===== config.mk =====
export PLATFORM = sky130hd
export DESIGN_NAME = pc_fetch_unit_flat
export DESIGN_NICKNAME = d
export VERILOG_FILES = /design/src/rtl/pc_fetch_unit_pkg.sv /design/src/rtl/pc_fetch_unit_if.sv /design/src/rtl/pc_fetch_unit_return_stack.sv /design/src/rtl/pc_fetch_unit.sv /design/src/flat_wrapper.sv
export SDC_FILE = /design/constraint.sdc
export NUM_CORES = 1
export LEC_CHECK = 0
export CORE_UTILIZATION = 48
export CTS_CLUSTER_SIZE = 20
export DETAILED_ROUTE_END_ITERATION = 8
export HOLD_SLACK_MARGIN = 0.12
export PLACE_DENSITY = 0.81
export SLEW_MARGIN = 20
export SYNTH_ARGS = -nofsm -noshare
export SYNTH_HDL_FRONTEND = slang
export SYNTH_SLANG_ARGS = --single-unit

===== constraint.sdc =====
create_clock -name clk -period 4.4 [get_ports clk]
set_input_delay 0.88 -clock clk [delete_from_list [all_inputs] [get_ports clk]]
set_output_delay 0.88 -clock clk [all_outputs]
set_load 0.05 [all_outputs]

===== src/rtl/pc_fetch_unit_pkg.sv =====
// Shared definitions for the PC fetch unit: redirect sources and parameter defaults.
package pc_pkg;

  typedef enum logic [2:0] {
    REDIR_SEQ,
    REDIR_TRAP,
    REDIR_JAL,
    REDIR_JALR,
    REDIR_BRANCH
  } redir_e;

  localparam int          XLEN_DEF        = 16;
  localparam int unsigned RESET_VEC_DEF   = 0;
  localparam int          INSTR_BYTES_DEF = 4;
  localparam int          RAS_DEPTH_DEF   = 4;

endpackage


===== src/rtl/pc_fetch_unit_if.sv =====
// Control/status bundle between the pipeline control (master) and the fetch unit (slave).
interface pc_fetch_unit_if #(
  parameter int XLEN = 16
) ();

  logic            stall_i;
  logic            trap_en_i;
  logic [XLEN-1:0] trap_vec_i;
  logic            jal_en_i;
  logic            branch_en_i;
  logic [XLEN-1:0] imm_i;
  logic            jalr_en_i;
  logic [XLEN-1:0] alu_data_i;
  logic            call_i;
  logic            ret_i;

  logic [XLEN-1:0] pc_o;
  logic            pc_valid_o;
  logic [XLEN-1:0] ras_top_o;
  logic            ras_valid_o;
  logic            ras_hit_o;
  logic            ras_underflow_o;
  logic            misalign_o;

  modport master (
    output stall_i, trap_en_i, trap_vec_i, jal_en_i, branch_en_i, imm_i,
           jalr_en_i, alu_data_i, call_i, ret_i,
    input  pc_o, pc_valid_o, ras_top_o, ras_valid_o, ras_hit_o,
           ras_underflow_o, misalign_o
  );

  modport slave (
    input  stall_i, trap_en_i, trap_vec_i, jal_en_i, branch_en_i, imm_i,
           jalr_en_i, alu_data_i, call_i, ret_i,
    output pc_o, pc_valid_o, ras_top_o, ras_valid_o, ras_hit_o,
           ras_underflow_o, misalign_o
  );

endinterface


===== src/rtl/pc_fetch_unit_return_stack.sv =====
// Circular return-address stack: push/pop/replace/flush; a push when full overwrites the oldest entry.
module return_stack #(
  parameter int XLEN  = 16,
  parameter int DEPTH = 4
) (
  input  logic                       clk,
  input  logic                       rst,
  input  logic                       push,
  input  logic                       pop,
  input  logic                       flush,
  input  logic [XLEN-1:0]            din,
  output logic [XLEN-1:0]            top,
  output logic [$clog2(DEPTH):0]     count
);

  localparam int PW = $clog2(DEPTH);
  localparam int CW = PW + 1;

  logic [XLEN-1:0] mem [DEPTH];
  logic [PW-1:0]   ptr;
  logic [PW-1:0]   top_idx;
  logic [CW-1:0]   cnt;
  logic            nonempty;
  logic            replace;

  assign top_idx  = ptr - 1'b1;
  assign nonempty = (cnt != '0);
  // push+pop on a non-empty stack rewrites the top slot instead of moving the pointer
  assign replace  = push && pop && nonempty;
  assign top      = nonempty ? mem[top_idx] : '0;
  assign count    = cnt;

  // Pointer and occupancy bookkeeping
  always_ff @(posedge clk) begin
    if (rst || flush) begin
      ptr <= '0;
      cnt <= '0;
    end else if (push && !replace) begin
      ptr <= ptr + 1'b1;
      if (cnt != CW'(DEPTH)) cnt <= cnt + 1'b1;
    end else if (pop && !push && nonempty) begin
      ptr <= ptr - 1'b1;
      cnt <= cnt - 1'b1;
    end
  end

  // Entry storage; contents are don't-care while the stack is empty, so no reset
  always_ff @(posedge clk) begin
    if (push && !flush) begin
      if (replace) mem[top_idx] <= din;
      else         mem[ptr]     <= din;
    end
  end

endmodule


===== src/rtl/pc_fetch_unit.sv =====
// Program counter with prioritized redirects, alignment rejection and a return-address stack.
module pc_fetch_unit
  import pc_pkg::*;
#(
  parameter int          XLEN        = XLEN_DEF,
  parameter int unsigned RESET_VEC   = RESET_VEC_DEF,
  parameter int          INSTR_BYTES = INSTR_BYTES_DEF,
  parameter int          RAS_DEPTH   = RAS_DEPTH_DEF
) (
  input logic             clk,
  input logic             rst,
  pc_fetch_unit_if.slave  bus
);

  localparam logic [XLEN-1:0] ALIGN_MASK = XLEN'(INSTR_BYTES - 1);
  localparam logic [XLEN-1:0] STEP       = XLEN'(INSTR_BYTES);

  redir_e                    redir;
  logic [XLEN-1:0]           pc_q, pc_d, target, link, jalr_tgt;
  logic                      valid_q;
  logic                      mis_q, mis_d, uf_q, uf_d, hit_q, hit_d;
  logic                      misaligned, ras_ok;
  logic                      ras_push, ras_pop, ras_flush;
  logic [XLEN-1:0]           ras_top;
  logic [$clog2(RAS_DEPTH):0] ras_cnt;

  assign link     = pc_q + STEP;
  assign jalr_tgt = bus.alu_data_i & ~XLEN'(1);

  // Next-PC selection: trap > jal > jalr > branch > sequential
  always_comb begin
    redir = REDIR_SEQ;
    if      (bus.trap_en_i)   redir = REDIR_TRAP;
    else if (bus.jal_en_i)    redir = REDIR_JAL;
    else if (bus.jalr_en_i)   redir = REDIR_JALR;
    else if (bus.branch_en_i) redir = REDIR_BRANCH;

    case (redir)
      REDIR_TRAP:               target = bus.trap_vec_i;
      REDIR_JAL, REDIR_BRANCH:  target = pc_q + bus.imm_i;
      REDIR_JALR:               target = jalr_tgt;
      default:                  target = link;
    endcase

    // traps load unconditionally; other redirects must land on an instruction boundary
    misaligned = (redir != REDIR_SEQ) && (redir != REDIR_TRAP) && ((target & ALIGN_MASK) != '0);
    ras_ok     = !bus.stall_i && !bus.trap_en_i && !misaligned;

    pc_d = pc_q;
    if (bus.trap_en_i || (!bus.stall_i && !misaligned)) pc_d = target;

    ras_flush = bus.trap_en_i;
    ras_push  = bus.call_i && ras_ok;
    ras_pop   = bus.ret_i && ras_ok;

    mis_d = misaligned && !bus.stall_i && !bus.trap_en_i;
    uf_d  = bus.ret_i && !bus.call_i && ras_ok && (ras_cnt == '0);
    hit_d = bus.ret_i && bus.jalr_en_i && !bus.stall_i && !bus.trap_en_i &&
            (ras_cnt != '0) && (ras_top == jalr_tgt);
  end

  // PC, valid flag and one-cycle status pulses
  always_ff @(posedge clk) begin
    if (rst) begin
      pc_q    <= XLEN'(RESET_VEC);
      valid_q <= 1'b0;
      mis_q   <= 1'b0;
      uf_q    <= 1'b0;
      hit_q   <= 1'b0;
    end else begin
      pc_q    <= pc_d;
      valid_q <= 1'b1;
      mis_q   <= mis_d;
      uf_q    <= uf_d;
      hit_q   <= hit_d;
    end
  end

  return_stack #(
    .XLEN  (XLEN),
    .DEPTH (RAS_DEPTH)
  ) u_ras (
    .clk   (clk),
    .rst   (rst),
    .push  (ras_push),
    .pop   (ras_pop),
    .flush (ras_flush),
    .din   (link),
    .top   (ras_top),
    .count (ras_cnt)
  );

  assign bus.pc_o            = pc_q;
  assign bus.pc_valid_o      = valid_q;
  assign bus.ras_top_o       = ras_top;
  assign bus.ras_valid_o     = (ras_cnt != '0);
  assign bus.ras_hit_o       = hit_q;
  assign bus.ras_underflow_o = uf_q;
  assign bus.misalign_o      = mis_q;

endmodule


===== src/flat_wrapper.sv =====
// flat-port wrapper written by rule: the top's interface ports become plain ports
module pc_fetch_unit_flat import pc_pkg::*;
#(
  parameter int          XLEN        = XLEN_DEF,
  parameter int unsigned RESET_VEC   = RESET_VEC_DEF,
  parameter int          INSTR_BYTES = INSTR_BYTES_DEF,
  parameter int          RAS_DEPTH   = RAS_DEPTH_DEF
)
  (clk, rst, bus_stall_i, bus_trap_en_i, bus_trap_vec_i, bus_jal_en_i, bus_branch_en_i, bus_imm_i, bus_jalr_en_i, bus_alu_data_i, bus_call_i, bus_ret_i, bus_pc_o, bus_pc_valid_o, bus_ras_top_o, bus_ras_valid_o, bus_ras_hit_o, bus_ras_underflow_o, bus_misalign_o);
  pc_fetch_unit_if #(.XLEN(XLEN)) bus_i ();
  input logic clk;
  input logic rst;
  input wire logic [$bits(bus_i.stall_i)-1:0] bus_stall_i;
  input wire logic [$bits(bus_i.trap_en_i)-1:0] bus_trap_en_i;
  input wire logic [$bits(bus_i.trap_vec_i)-1:0] bus_trap_vec_i;
  input wire logic [$bits(bus_i.jal_en_i)-1:0] bus_jal_en_i;
  input wire logic [$bits(bus_i.branch_en_i)-1:0] bus_branch_en_i;
  input wire logic [$bits(bus_i.imm_i)-1:0] bus_imm_i;
  input wire logic [$bits(bus_i.jalr_en_i)-1:0] bus_jalr_en_i;
  input wire logic [$bits(bus_i.alu_data_i)-1:0] bus_alu_data_i;
  input wire logic [$bits(bus_i.call_i)-1:0] bus_call_i;
  input wire logic [$bits(bus_i.ret_i)-1:0] bus_ret_i;
  output wire logic [$bits(bus_i.pc_o)-1:0] bus_pc_o;
  output wire logic [$bits(bus_i.pc_valid_o)-1:0] bus_pc_valid_o;
  output wire logic [$bits(bus_i.ras_top_o)-1:0] bus_ras_top_o;
  output wire logic [$bits(bus_i.ras_valid_o)-1:0] bus_ras_valid_o;
  output wire logic [$bits(bus_i.ras_hit_o)-1:0] bus_ras_hit_o;
  output wire logic [$bits(bus_i.ras_underflow_o)-1:0] bus_ras_underflow_o;
  output wire logic [$bits(bus_i.misalign_o)-1:0] bus_misalign_o;
  assign bus_i.stall_i = bus_stall_i;
  assign bus_i.trap_en_i = bus_trap_en_i;
  assign bus_i.trap_vec_i = bus_trap_vec_i;
  assign bus_i.jal_en_i = bus_jal_en_i;
  assign bus_i.branch_en_i = bus_branch_en_i;
  assign bus_i.imm_i = bus_imm_i;
  assign bus_i.jalr_en_i = bus_jalr_en_i;
  assign bus_i.alu_data_i = bus_alu_data_i;
  assign bus_i.call_i = bus_call_i;
  assign bus_i.ret_i = bus_ret_i;
  assign bus_pc_o = bus_i.pc_o;
  assign bus_pc_valid_o = bus_i.pc_valid_o;
  assign bus_ras_top_o = bus_i.ras_top_o;
  assign bus_ras_valid_o = bus_i.ras_valid_o;
  assign bus_ras_hit_o = bus_i.ras_hit_o;
  assign bus_ras_underflow_o = bus_i.ras_underflow_o;
  assign bus_misalign_o = bus_i.misalign_o;
  pc_fetch_unit #(.XLEN(XLEN), .RESET_VEC(RESET_VEC), .INSTR_BYTES(INSTR_BYTES), .RAS_DEPTH(RAS_DEPTH)) u_core (.clk(clk), .rst(rst), .bus(bus_i));
endmodule

==> flow_summary.toml <==
[setup_path]
crit_arrival_ns = 4.09
path_cells = "clkdlybuf4s50_1, ha_1, fa_1, nor2_1, o21a_1, a21oi_1, xnor2_1, ha_1, or2_2, nor2_1, nand4b_1, o21ai_0, a21oi_1, a311oi_1"
path_class = "input port to flip-flop"
rr_worst_depth = 13
cp_max_fo = 3
crit_family = "adder cells"
r2r_slack_ns = 1.08
crit_buf_inv = 1
worstReg2RegEnd = "u_core.u_ras.count[2]$_SDFFE_PP0P_"
crit_slowest_cell = "fa_1"
cpPeakStageDelay_ns = 0.57
end_kind = "flip-flop"
worstReg2RegStart = "u_core.bus.pc_o[0]$_SDFFE_PP0P_"
cp-start-kind = "input port"
crit_required_ns = 4.66

[synth]
synth_ff_type = "edfxtp_1"
ys_warn_count = 0
netlist_area_um2 = 5340
synth-edff-count = 64
syn_avg_cell_area_um2 = 10.9
yosysSeqAreaShare = 0.454
ys_ff_latch = 89
syn_inst = 489
synthesis.nets = 564
synth_cell_types = 73
synthArstFlopShare = 0

[global_routing]
grt_pass1_vias = 4424
antenna_found_initial = 0
grt_first_pass_wirelength_um = 22600
grt_max_degree = 26
grt-ovfl-total = 0
grt.total_usage = 0.258

[cells_and_area]
final_util = 0.605
drive_gt1_frac = 0.101
final_nets = 655
antenna_cells = 0
syn_to_final_growth_pct = 22.9

[sta]
tightestPinTransition_ns = 0.929
fin_crit_sh = 0.871
tns_ns = 0
period_needed_ns = 3.83
setup_slack_ns = 0.568
maxSlewHeadroom = 0.380
setup_viol = 0
slew_violations = 0
fin_skew_ns = 0.0110
hold_violations = 0
rsz0062_at_grt = "false"
fmax_mhz = 261

[floorplanning]
die_x_um = 107
boundaryPins = 94
core-area_um2 = 10800
die_area_um2 = 11600
num_rows = 38
die_h_um = 107
start_util = 0.493

[worst_hold_path]
min_from = "u_core.bus.pc_o[14]$_SDFFE_PP0P_"
hold_path_end = "u_core.bus.pc_o[14]$_SDFFE_PP0P_"
min_delay_path_depth = 2
min_path_type = "flip-flop to flip-flop"

[job]
maxCapViolCount = 0

[power]
p_leak_nw = 2.35
p_per_area_nw_per_um2 = 299
ir_worst_vdd_mv = 0.198

[routing]
post-route-drc-count = 0
drt_pass1_iterations = 5
routed_wl_um = 14400
postRouteAntennaNets = 0
vias = 4521
viasPerCell = 6.24
first_iter_violations = 415
wl_per_cell_um = 19.9

[place]
numPortBuffers = 92
dp_slack_ns = 0.252
place_hpwl_um = 10900
globalplace.congestion = 0.963

[cts]
ctsHtreeMaxLevel = 3
path_clk_slew_ns = 0.09
clock_latency_ns = 0.35
clock_sinks = 89
cts_buffers = 9
cts_tree = "done"
cts-root-buf = "clkbuf_8"
postCtsSetupBuffers = 0
cts_resized = 0
cts_buffer_depth = 2
cts_hold_buf = 0

[run_status]
outcome = "completed"
[worst max-delay path by stage]
| stage | start | endpoint | slack [ns] | cells after the start |
|---|---|---|---|---|
| finish | bus_imm_i[0] | u_core.u_ras.count[2]$_SDFFE_PP0P_ | 0.57 | 14 |
| global route | bus_imm_i[0] | u_core.u_ras.count[2]$_SDFFE_PP0P_ | 0.39 | 14 |
| CTS | u_core.u_ras.ptr[0]$_SDFFE_PP0P_ | bus_ras_top_o[12] | 0.57 | 4 |
| detailed placement | bus_imm_i[0] | u_core.u_ras.count[2]$_SDFFE_PP0P_ | 0.25 | 14 |
| global placement | bus_imm_i[0] | u_core.u_ras.count[2]$_SDFFE_PP0P_ | 0.33 | 14 |
| floorplan | bus_imm_i[0] | u_core.u_ras.mem[0][0]$_DFFE_PP_ | 0.1 | 7 |
[layout by cell type, fill, tap and decap left out, types with 4 or more instances in the layout]
cell and count:
inv_1 12, nor2_1 37, a211o_1 4, xnor2_1 23
a211oi_1 5, clkdlybuf4s50_1 92, dfxtp_1 25, mux4_2 12
and2_1 12, o21a_1 4, nand3_1 15, nand2_1 35
ha_1 17, o211ai_1 5, a221oi_1 5, nor2b_1 4
xor2_1 16, o21ai_0 26, and3_1 6, edfxtp_1 64
o21ai_1 13, buf_4 11, a311oi_1 7, o21bai_1 4
clkbuf_8 9, mux2i_1 8, nor3_1 8, a31oi_1 4
a21o_1 7, or2_2 4, a21oi_1 23
[worst min-delay path: stages (launching register included)]
cell and delay (ns):
dfxtp_1 0.37, nand2_1 0.07, a21oi_1 0.06
[registers in the layout, indices dropped and copies added (netlist names)]
register                    count
u_core.bus.misalign_o           1
u_core.bus.pc_o                16
u_core.bus.pc_valid_o           1
u_core.bus.ras_hit_o            1
u_core.bus.ras_underflow_o      1
u_core.u_ras.count              3
u_core.u_ras.mem               64
u_core.u_ras.ptr                2
[Yosys cell counts (5+ instances only)]
| cell type | number | share of area |
|---|---|---|
| a211oi_1 | 5 | 0.0070 |
| a21o_1 | 7 | 0.0098 |
| a21oi_1 | 23 | 0.022 |
| a221oi_1 | 5 | 0.0082 |
| a311oi_1 | 7 | 0.011 |
| and2_1 | 12 | 0.014 |
| and3_1 | 6 | 0.0070 |
| buf_2 | 5 | 0.0047 |
| clkbuf_1 | 10 | 0.0070 |
| dfxtp_1 | 25 | 0.094 |
| edfxtp_1 | 64 | 0.36 |
| ha_1 | 17 | 0.040 |
| inv_1 | 12 | 0.0084 |
| mux2i_1 | 8 | 0.015 |
| mux4_2 | 12 | 0.051 |
| nand2_1 | 35 | 0.025 |
| nand3_1 | 15 | 0.014 |
| nor2_1 | 37 | 0.026 |
| nor3_1 | 8 | 0.0075 |
| o211ai_1 | 5 | 0.0070 |
| o21ai_0 | 26 | 0.024 |
| o21ai_1 | 13 | 0.012 |
| xnor2_1 | 23 | 0.038 |
| xor2_1 | 16 | 0.026 |
[kinds of logic (layout without fill, tap and decap cells)]
group,Yosys count,count (layout),synth area share
AND/OR/NAND/NOR,143,143,0.135
AO/OA/AOI/OAI,141,141,0.188
flip-flops,89,89,0.454
adder cells (fa/ha/maj),18,18,0.0436
XOR/XNOR,39,39,0.0639
multiplexers,24,24,0.0803
buffers and inverters,35,131,0.0363
[through the flow]
step	hold WS (ns)	total power [mW]	cells	cell area (um^2)
after global routing	0.567	2.04	725	6560
after CTS	0.537	1.96	725	6560
after floorplan	0.521	1.28	489	5340
final	0.541	1.96	725	6560
after global placement	0.518	1.44	709	6380
after detailed placement	0.524	1.46	709	6380
[power by group]
part           internal (mW)  switching [mW]
clock network          0.215           0.305
registers              0.931          0.0377
logic                  0.198           0.278
total                   1.34           0.621
[final cells by class]
| cell class | instances | area (um^2) |
|---|---|---|
| flip-flops and latches | 89 | 2420 |
| inverters | 12 | 45.0 |
| multi-input cells | 365 | 2740 |
| well taps | 140 | 175 |
| clock inverters | 6 | 51.3 |
| clock buffers | 10 | 128 |
| fillers | 872 | 4280 |
| repair buffers | 103 | 1000 |
[metal layers]
metal | GRT usage | wire length (um) | vias to the layer above
li1 | - | - | 2066
met1 | 0.325 | 5750 | 2179
met2 | 0.428 | 6980 | 239
met3 | 0.0369 | 1070 | 37
met4 | 0.136 | 602 | 0
met5 | 0 | 0 | -
Power figures use the tool's default switching activity.
